===== src/rtl/fetch_pkg.sv =====
// rtl/fetch_pkg.sv - bus encodings, fault codes, FSM states and buffer entry type for the fetch stage
package fetch_pkg;

  localparam logic [1:0]  HTRANS_IDLE    = 2'b00;
  localparam logic [1:0]  HTRANS_NONSEQ  = 2'b10;
  localparam logic [2:0]  HSIZE_WORD     = 3'b010;
  localparam logic [31:0] NOP_INSTR      = 32'h0000_0013;

  localparam logic [1:0]  FAULT_NONE     = 2'b00;
  localparam logic [1:0]  FAULT_BUS      = 2'b01;
  localparam logic [1:0]  FAULT_MISALIGN = 2'b10;

  typedef enum logic [1:0] {
    ST_IDLE,
    ST_ADDR,
    ST_STALL
  } fetch_state_e;

  typedef struct packed {
    logic [31:0] instr;
    logic [31:0] pc;
    logic [1:0]  fault;
  } fetch_entry_t;

endpackage


===== src/rtl/fetch_buffer.sv =====
// rtl/fetch_buffer.sv - BUF_DEPTH-entry FIFO of fetched {instr, pc, fault}; clear has priority over push/pop
module fetch_buffer
  import fetch_pkg::*;
#(
  parameter  int BUF_DEPTH = 2,
  localparam int AW        = $clog2(BUF_DEPTH),
  localparam int CW        = AW + 1
) (
  input  logic         clk_in,
  input  logic         rst_n_in,
  input  logic         i_push,
  input  fetch_entry_t i_entry,
  input  logic         i_pop,
  input  logic         i_clear,
  output logic [CW-1:0] o_count,
  output logic         o_full,
  output logic         o_empty,
  output fetch_entry_t o_head
);

  fetch_entry_t  r_mem [BUF_DEPTH];
  logic [AW-1:0] r_wr_ptr;
  logic [AW-1:0] r_rd_ptr;
  logic [CW-1:0] r_count;
  logic          w_push;
  logic          w_pop;

  assign w_push  = i_push && !i_clear;
  assign w_pop   = i_pop && !o_empty && !i_clear;
  assign o_count = r_count;
  assign o_full  = (r_count == CW'(BUF_DEPTH));
  assign o_empty = (r_count == '0);

  always_ff @(posedge clk_in or negedge rst_n_in) begin
    if (!rst_n_in) begin
      r_wr_ptr <= '0;
      r_rd_ptr <= '0;
      r_count  <= '0;
    end else if (i_clear) begin
      r_wr_ptr <= '0;
      r_rd_ptr <= '0;
      r_count  <= '0;
    end else begin
      if (w_push) r_wr_ptr <= r_wr_ptr + AW'(1);
      if (w_pop)  r_rd_ptr <= r_rd_ptr + AW'(1);
      r_count <= r_count + CW'(w_push) - CW'(w_pop);
    end
  end

  always_ff @(posedge clk_in) begin
    if (w_push) r_mem[r_wr_ptr] <= i_entry;
  end

  // An empty buffer presents a NOP so decode never sees stale data
  always_comb begin
    o_head = r_mem[r_rd_ptr];
    if (o_empty) begin
      o_head.instr = NOP_INSTR;
      o_head.pc    = '0;
      o_head.fault = FAULT_NONE;
    end
  end

endmodule


===== src/rtl/instr_fetch_stage.sv =====
// rtl/instr_fetch_stage.sv - PC register, pipelined AHB-Lite instruction fetch and decode buffer
// Optional FETCH_PERF_CNT_EN adds fetch_count_out / stall_count_out counters.
module instr_fetch_stage
  import fetch_pkg::*;
#(
  parameter logic [31:0] RESET_VECTOR = 32'h0000_0000,
  parameter int          BUF_DEPTH    = 2
) (
  input  logic        clk_in,
  input  logic        rst_n_in,
  input  logic [31:0] pc_next_in,
  input  logic        misaligned_in,
  input  logic        flush_in,
  output logic [31:0] pc_out,
  output logic [31:0] haddr_out,
  output logic [1:0]  htrans_out,
  output logic        hwrite_out,
  output logic [2:0]  hsize_out,
  input  logic        hready_in,
  input  logic        hresp_in,
  input  logic [31:0] hrdata_in,
  output logic        instr_valid_out,
  output logic [31:0] instr_out,
  output logic [31:0] instr_pc_out,
  output logic [1:0]  instr_fault_out,
  input  logic        decode_ready_in
`ifdef FETCH_PERF_CNT_EN
  ,
  output logic [31:0] fetch_count_out,
  output logic [31:0] stall_count_out
`endif
);

  localparam int CW = $clog2(BUF_DEPTH) + 1;

  fetch_state_e  r_state, w_state_nxt;
  logic [31:0]   r_pc, r_cap_pc;
  logic          r_inflight, r_squash, r_pend, r_fault_sent;
  logic [CW-1:0] w_count;
  logic [CW:0]   w_occ;
  logic          w_full, w_empty, w_pop, w_push, w_space, w_issue;
  logic          w_accept, w_done, w_data_push, w_fault_push;
  fetch_entry_t  w_push_entry, w_head;

  // The slot freed by this cycle's pop counts, which sustains one fetch per cycle
  assign w_pop   = !w_empty && decode_ready_in;
  assign w_occ   = {1'b0, w_count} + {{CW{1'b0}}, r_inflight} - {{CW{1'b0}}, w_pop};
  assign w_space = w_occ < (CW+1)'(BUF_DEPTH);

  assign w_issue      = (r_state == ST_ADDR) && w_space && !r_pend && !flush_in;
  assign w_accept     = w_issue && hready_in;
  assign w_done       = r_inflight && hready_in;
  assign w_data_push  = w_done && !r_squash && !flush_in;
  assign w_fault_push = (r_state != ST_IDLE) && r_pend && !r_fault_sent && !r_inflight
                        && (!w_full || w_pop) && !flush_in;
  assign w_push       = w_data_push || w_fault_push;

  always_comb begin
    w_push_entry.instr = hrdata_in;
    w_push_entry.pc    = r_cap_pc;
    w_push_entry.fault = hresp_in ? FAULT_BUS : FAULT_NONE;
    if (w_fault_push) begin
      w_push_entry.instr = NOP_INSTR;
      w_push_entry.pc    = r_pc;
      w_push_entry.fault = FAULT_MISALIGN;
    end
  end

  always_comb begin
    w_state_nxt = r_state;
    htrans_out  = w_issue ? HTRANS_NONSEQ : HTRANS_IDLE;
    unique case (r_state)
      ST_IDLE:  w_state_nxt = ST_ADDR;
      ST_ADDR:  if (!flush_in && !w_issue) w_state_nxt = ST_STALL;
      ST_STALL: if (flush_in || (w_space && !r_pend)) w_state_nxt = ST_ADDR;
      default:  w_state_nxt = ST_IDLE;
    endcase
  end

  always_ff @(posedge clk_in or negedge rst_n_in) begin
    if (!rst_n_in) begin
      r_state      <= ST_IDLE;
      r_pc         <= RESET_VECTOR;
      r_cap_pc     <= '0;
      r_inflight   <= 1'b0;
      r_squash     <= 1'b0;
      r_pend       <= 1'b0;
      r_fault_sent <= 1'b0;
    end else begin
      r_state <= w_state_nxt;
      if (w_accept) begin
        r_inflight <= 1'b1;
        r_cap_pc   <= r_pc;
      end else if (w_done) begin
        r_inflight <= 1'b0;
      end
      // A beat still outstanding across a redirect is drained but never buffered
      if (flush_in)    r_squash <= r_inflight && !hready_in;
      else if (w_done) r_squash <= 1'b0;
      if (flush_in) begin
        r_pc         <= pc_next_in;
        r_pend       <= 1'b0;
        r_fault_sent <= 1'b0;
      end else if (w_accept) begin
        r_pc   <= pc_next_in;
        r_pend <= misaligned_in;
      end
      if (w_fault_push) r_fault_sent <= 1'b1;
    end
  end

  fetch_buffer #(.BUF_DEPTH(BUF_DEPTH)) u_buf (
    .clk_in   (clk_in),
    .rst_n_in (rst_n_in),
    .i_push   (w_push),
    .i_entry  (w_push_entry),
    .i_pop    (w_pop),
    .i_clear  (flush_in),
    .o_count  (w_count),
    .o_full   (w_full),
    .o_empty  (w_empty),
    .o_head   (w_head)
  );

  assign pc_out          = r_pc;
  assign haddr_out       = r_pc;
  assign hwrite_out      = 1'b0;
  assign hsize_out       = HSIZE_WORD;
  assign instr_valid_out = !w_empty;
  assign instr_out       = w_head.instr;
  assign instr_pc_out    = w_head.pc;
  assign instr_fault_out = w_head.fault;

`ifdef FETCH_PERF_CNT_EN
  logic [31:0] r_fetch_cnt, r_stall_cnt;

  always_ff @(posedge clk_in or negedge rst_n_in) begin
    if (!rst_n_in) begin
      r_fetch_cnt <= '0;
      r_stall_cnt <= '0;
    end else begin
      if (w_data_push) r_fetch_cnt <= r_fetch_cnt + 32'd1;
      if ((r_state == ST_STALL) || (w_issue && !hready_in)) r_stall_cnt <= r_stall_cnt + 32'd1;
    end
  end

  assign fetch_count_out = r_fetch_cnt;
  assign stall_count_out = r_stall_cnt;
`endif

endmodule


===== config.mk =====
export PLATFORM = sky130hd
export DESIGN_NAME = instr_fetch_stage
export DESIGN_NICKNAME = d
export VERILOG_FILES = /design/src/rtl/fetch_pkg.sv /design/src/rtl/fetch_buffer.sv /design/src/rtl/instr_fetch_stage.sv
export SDC_FILE = /design/constraint.sdc
export NUM_CORES = 1
export LEC_CHECK = 0
export BUFFER_PORTS_ARGS = -buffer_cell sky130_fd_sc_hd__buf_2
export CAP_MARGIN = 20
export CORE_MARGIN = 8
export CORE_UTILIZATION = 45
export CTS_BUF_LIST = sky130_fd_sc_hd__clkbuf_4 sky130_fd_sc_hd__clkbuf_8
export DETAILED_ROUTE_END_ITERATION = 8
export PLACE_DENSITY = 0.69
export REMOVE_ABC_BUFFERS = 1
export SYNTH_ARGS = -nofsm -noshare
export SYNTH_HDL_FRONTEND = slang
export SYNTH_SLANG_ARGS = --single-unit

===== constraint.sdc =====
create_clock -name clk_in -period 5.2 [get_ports clk_in]
set_input_delay 0.52 -clock clk_in [delete_from_list [all_inputs] [get_ports clk_in]]
set_output_delay 0.52 -clock clk_in [all_outputs]
set_load 0.01 [all_outputs]

==> results.yml, run 1 <==
power:
  power.density_nw_per_um2: 539
  swShare: 0.313
  power_frac_comb: 0.317
  intPower_mw: 3.95
  peakVddDrop_uv: 260
  pwr-share-seq: 0.431
  p_sw_mw: 1.80
  p_clk_frac: 0.252
  leakage_nw: 4.39
final_layout:
  final_area_um2: 10700
  ff_latch_area_um2: 5820
  nFillCells: 1634
  multi_input_area_um2: 2680
  stdcell_count: 1059
  syn_to_final_growth_pct: 19.5
  antenna_cells: 0
  nNetsFinal: 843
  drive_gt1_frac: 0.470
timing:
  rsz0062_at_grt: "no"
  fmax_mhz: 280
  layout_setup_ws_ns: 1.63
  worst_slew_pin_slew_ns: 0.949
  hold_violations: 0
  min_period_ns: 3.57
  fin_skew_ns: 0.0154
  finalMaxSlewViolations: 0
  setup_viol: 0
  slew-limit-headroom: 0.367
  fin_crit_sh: 0.686
  holdWs_ns: 0.188
  setup-tns-final_ns: 0
route:
  drt_pass1_iterations: 5
  vias: 5182
  wl_mm: 18.5
  drc_errors: 0
  drtIter0Drc: 180
  vias_per_cell: 4.89
  antenna_left: 0
  routedWlPerCell_um: 17.5
logic_synthesis:
  synth.area.mux_share: 0.208
  yosys_warnings: 0
  async_flop_share: 0.359
  synth_top_family_by_area: "multiplexers"
  synth.most_common_cell: "edfxtp_1"
  ys_ff_latch: 206
  synth_flop_cell: "edfxtp_1"
  yosysTopAreaCellShare: 0.444
  synth_edf_count: 132
  synth-xor-area-share: 0.00575
  synth_cells: 584
  synth_top_cell_by_area: "edfxtp_1"
  synthTopCellsByArea: "edfxtp_1 44%, dfrtp_1 21%, mux2_2 8.0%"
  yosys.area_share.adder: 0.00757
  synth_area_um2: 8920
  avgSynthCellArea_um2: 15.3
  synth.distinct_cells: 38
  synth-simple-area-share: 0.0662
  synthTopCellsByCount: "132 x edfxtp_1, 74 x dfrtp_1, 70 x nor2_1"
  synth-compound-area-share: 0.00673
  yosysSeqAreaShare: 0.652
grt:
  grt_pass1_wl_mm: 29.0
  antenna_found_initial: 0
  grt_max_degree: 75
  grt-ovfl-total: 0
  grt_use_total: 0.149
  grt_pass1_vias: 5711
critical_path:
  cp-start-kind: "flop"
  cp_max_fo: 6
  worstSetupEndpointType: "output port"
  worstPathRequired_ns: 4.68
  worst-r2r-cell-count: 9
  worst-setup-path-type: "reg -> out"
  critPathArrivalTime_ns: 3.05
run:
  maxCapViolCount: 0
placed_design:
  dpl.hpwl_mm: 12.0
  place_area_um2: 9920
  io_buffers: 202
  place_ws_ns: 1.44
  gp_congestion: 0.791
  dp.cells: 994
cts:
  cts_tree: "done"
  cts_resized: 0
  root_buffer: "clkbuf_8"
  ctsHtreeMaxLevel: 2
  insertion_delay_ns: 0.50
  numCtsBuffers: 36
  clock_sinks: 206
  clock_path_buffers: 3
  postCtsSetupRepairBufs: 0
  ctsHoldBuffers: 0
  path_clk_slew_ns: 0.06
die:
  dieArea_um2: 24600
  ios: 208
  rows: 51
  start_util: 0.459
  die_w_um: 157
  die_h_um: 157
  core_area_um2: 19500
outcome:
  status: "finished clean"
min_path:
  hp-class: "in -> async"
-- final cells by class --
| cell class | count | share of cell area |
|---|---|---|
| Clock buffer | 58 | 0.0649 |
| Clock inverter | 6 | 0.00246 |
| Multi-Input combinational cell | 305 | 0.251 |
| Sequential cell | 206 | 0.546 |
| Tap cell | 265 | 0.0311 |
| Timing Repair Buffer | 208 | 0.101 |
| Inverter | 11 | 0.00411 |
-- sequential cells by signal (all words and copies together) (netlist names) --
signal and cells:
haddr_out 32, r_cap_pc 32, r_fault_sent 1, r_inflight 1
r_pend 1, r_squash 1, r_state 2, u_buf.o_count 2
u_buf.r_mem 132, u_buf.r_rd_ptr 1, u_buf.r_wr_ptr 1
-- power by group through the flow --
stage	Clock (mW)	Sequential, mW	Combinational [mW]
2_1_floorplan	0	2.55	1.13
3_3_place_gp	0	2.48	1.79
3_5_place_dp	0	2.51	1.84
4_1_cts	1.49	2.48	1.84
5_1_grt	1.57	2.53	1.99
6_report	1.45	2.48	1.82
-- path summary, 6_finish.rpt --
path / endpoint / slack [ns] / from
setup / recovery: htrans_out[1] / 1.63 / u_buf.o_count[1]
hold / removal: haddr_out[24] / 0.19 / rst_n_in
setup reg to reg: haddr_out[9] / 1.66 / u_buf.o_count[1]
hold reg to reg: r_cap_pc[24] / 0.49 / r_cap_pc[24]
max in group asynchronous: u_buf.r_rd_ptr / 4.31 / rst_n_in
min in group clk_in: haddr_out[24] / 0.25 / pc_next_in[24]
-- stage by stage --
stage / utilization / total power [mW]
detailed placement: 0.510 / 4.35
global route: 0.548 / 6.09
CTS: 0.547 / 5.81
finish: 0.548 / 5.75
floorplan: - / 3.67
global placement: 0.510 / 4.27
-- cell usage in the layout (no fill, tap or decap), drive strengths merged, types with 3 or more instances in the layout --
master and instances:
mux2 96, dfrtp 74, mux2i 67, nand2b 4
xnor2 3, conb 5, ha 3, nor2 70
and2 31, edfxtp 132, buf 208, clkinv 6
clkbuf 58, inv 11, nand2 4
-- cells by family after synthesis --
family,after synthesis
flops,206
other cells,2
buf+inv,76
fa+ha+maj,5
mux,163
xor+xnor,5
compound gates,8
simple gates,119
-- worst max-delay path: stages, from the launching register on --
cell and delay (ns):
dfrtp_1 0.50, o21ai_0 0.41, inv_1 0.09, ha_1 0.27
nand2b_1 0.15, fa_1 0.51, and4bb_2 0.30, and3_1 0.17
buf_2 0.13
-- routing by layer --
metal | global-route usage | part of all wire
met4 | 0.0462 | 0.020
met3 | 0.0436 | 0.087
met5 | 0 | 0
met1 | 0.178 | 0.42
met2 | 0.256 | 0.48
No activity file was read; power rests on OpenSTA's default activity.
==> inputs of run 2 (changes only) <==
--- a/config.mk
+++ b/config.mk
@@ -11,7 +11,7 @@
 export CORE_UTILIZATION = 45
 export CTS_BUF_LIST = sky130_fd_sc_hd__clkbuf_4 sky130_fd_sc_hd__clkbuf_8
 export DETAILED_ROUTE_END_ITERATION = 8
-export PLACE_DENSITY = 0.69
+export PLACE_DENSITY = 0.71
 export REMOVE_ABC_BUFFERS = 1
 export SYNTH_ARGS = -nofsm -noshare
 export SYNTH_HDL_FRONTEND = slang
==> constraint.sdc (replaced) <==
create_clock -name clk_in -period 3.1 [get_ports clk_in]
set_input_delay 0.31 -clock clk_in [delete_from_list [all_inputs] [get_ports clk_in]]
set_output_delay 0.31 -clock clk_in [all_outputs]
set_load 0.01 [all_outputs]
==> run 2 against run 1 <==
  * Total power rose by 74%
  * Sequential cell count unchanged
  * Setup slack got worse by 1.5 ns
  * Non-clock buffer count increased by 28
  * Highest routed layer unchanged
  * Routed wire length up 4.0%
  * Critical path type unchanged
  * Via count increased by 2.2%
  * Die area unchanged
  * Sequential share of layout area fell by 1.7 points
  * Largest cell class unchanged
  * Critical endpoint unchanged
==> results.yml, run 2 (synthesis results as in run 1) <==
power:
  power.density_nw_per_um2: 907
  p_total_mw: 9.99
  leakage_nw: 4.55
  peakVddDrop_uv: 432
critical_path:
  worstPathRequired_ns: 2.79
  cp_max_fo: 4
  critPathArrivalTime_ns: 2.69
  r2r-end: "haddr_out[24]"
  worstSetupEndpointType: "output port"
  worst-r2r-cell-count: 9
  r2r_setup_slack_ns: 0.34
  cp_slowest_cell: "fa_1"
  slowest_delay_ns: 0.54
  cp-start-kind: "flop"
  worst-setup-path-type: "reg -> out"
  path_cells: "o21ai_2 > inv_1 > ha_1 > nand2b_4 > fa_1 > and4bb_2 > and3_1 > buf_2"
  reg2reg_from: "u_buf.o_count[0]"
outcome:
  status: "finished clean"
timing:
  fin_crit_sh: 0.969
  setup-tns-final_ns: 0
  setup_viol: 0
  min_period_ns: 3.00
  hold_violations: 0
  finalMaxSlewViolations: 0
  fmax_mhz: 333
  worst_slew_pin_slew_ns: 0.759
  slew-limit-headroom: 0.494
  fin_skew_ns: 0.0271
cts:
  insertion_delay_ns: 0.52
  numCtsBuffers: 36
  clock_sinks: 206
  path_clk_slew_ns: 0.06
  cts_tree: "done"
  ctsHtreeMaxLevel: 2
  clock_path_buffers: 3
  root_buffer: "clkbuf_8"
route:
  vias: 5296
  vias_per_cell: 4.86
  antenna_left: 0
  drc_errors: 0
  wl_mm: 19.3
  drtIter0Drc: 166
  drt_pass1_iterations: 4
  routedWlPerCell_um: 17.7
min_path:
  worstHoldStart: "pc_next_in[1]"
  worstHoldEndpoint: "haddr_out[1]"
  hp-class: "in -> reg"
  hold_depth: 2
die:
  die_w_um: 157
  rows: 51
  dieArea_um2: 24600
  core_area_um2: 19500
  ios: 208
  die_h_um: 157
  start_util: 0.459
grt:
  grt_max_degree: 65
  grt-ovfl-total: 0
  antenna_found_initial: 0
  grt_pass1_wl_mm: 30.5
  grt_use_total: 0.157
  grt_pass1_vias: 5862
placed_design:
  dpl.hpwl_mm: 12.4
  io_buffers: 202
  place_area_um2: 10000
  gp_congestion: 0.829
final_layout:
  final_core_util: 0.566
  nNetsFinal: 871
  final_common_cell: "buf_2"
  layout_common_cells: "201 x buf_2, 132 x edfxtp_1, 72 x dfrtp_1, 68 x nor2_1, 67 x mux2i_1"
  syn_to_final_growth_pct: 23.5
  largest-register: "u_buf.r_mem"
  final_area_um2: 11000
  largest_reg_flops: 132
  antenna_cells: 0
  drive_gt1_frac: 0.472
run:
  maxCapViolCount: 0
==> run 2: cell count changes in the layout (fill, tap and decap cells not counted), moves of 2 or more <==
cell           change
dlygate4sd3_1     +16
buf_4             +10
buf_12             +3
bufinv_16          +3
clkbuf_4           -3
clkinvlp_4         +2
==> run 2: area by class of cell <==
type                       count  area (um2)
sequential                   206        5820
clock inverter                12         135
multi-input combinational    305        2690
inverter                      11        43.8
tap                          265         332
fill                        1587        8440
timing repair buffer         236        1350
clock buffer                  54         656
==> run 2: repair_timing <==
item	in CTS	in global routing
cloned	0	0
endpoints found under the hold margin	53	3
resized for setup	1	3
buffers inserted	0	5
endpoints found under the setup margin	1	1
pin swaps	0	2
hold buffers	13	3
==> run 2: critical path: cells and delay by family, from the launching register on <==
kind | cells | cell delay (ns)
buffers and inverters | 2 | 0.19
DFF | 1 | 0.42
AOI/OAI and AO/OA | 1 | 0.13
adders and majority gates | 2 | 0.81
and+or+nand+nor | 3 | 0.64
==> run 2: routing by layer <==
layer  track usage  vias up  part of all wire
met5             0        -                 0
met4        0.0490        0             0.017
met3        0.0472       32             0.078
met2         0.277      209              0.50
met1         0.180     2580              0.41
li1              -     2475                 -
==> run 2: worst max path at each step <==
| stage | start | end | slack [ns] | depth (start not counted) |
|---|---|---|---|---|
| floorplan | r_inflight | u_buf.r_mem[1][0] | -1.36 | 3 |
| global placement | u_buf.o_count[0] | haddr_out[6] | 0.31 | 9 |
| detailed placement | u_buf.o_count[0] | haddr_out[24] | 0.27 | 9 |
| CTS | u_buf.o_count[0] | htrans_out[1] | 0.03 | 8 |
| global route | u_buf.o_count[0] | htrans_out[1] | -0.002 | 8 |
| finish | u_buf.o_count[0] | htrans_out[1] | 0.1 | 8 |
==> run 2: power breakdown <==
| group | internal [mW] | switching, mW | leakage, nW |
|---|---|---|---|
| Combinational | 1.59 | 1.62 | 2.06 |
| Clock | 1.61 | 1.04 | 0.413 |
| Sequential | 3.71 | 0.427 | 2.07 |
| Total | 6.90 | 3.09 | 4.55 |
==> run 2: metrics by stage <==
step | setup WS [ns] | cells | hold slack [ns]
2_1_floorplan | -1.36 | 522 | 0.0144
3_3_place_gp | 0.313 | 1002 | 0.351
3_5_place_dp | 0.270 | 1002 | 0.358
4_1_cts | 0.0342 | 1081 | 0.000694
5_1_grt | -0.00178 | 1089 | 0.000420
6_report | 0.0969 | 1089 | 0.0344
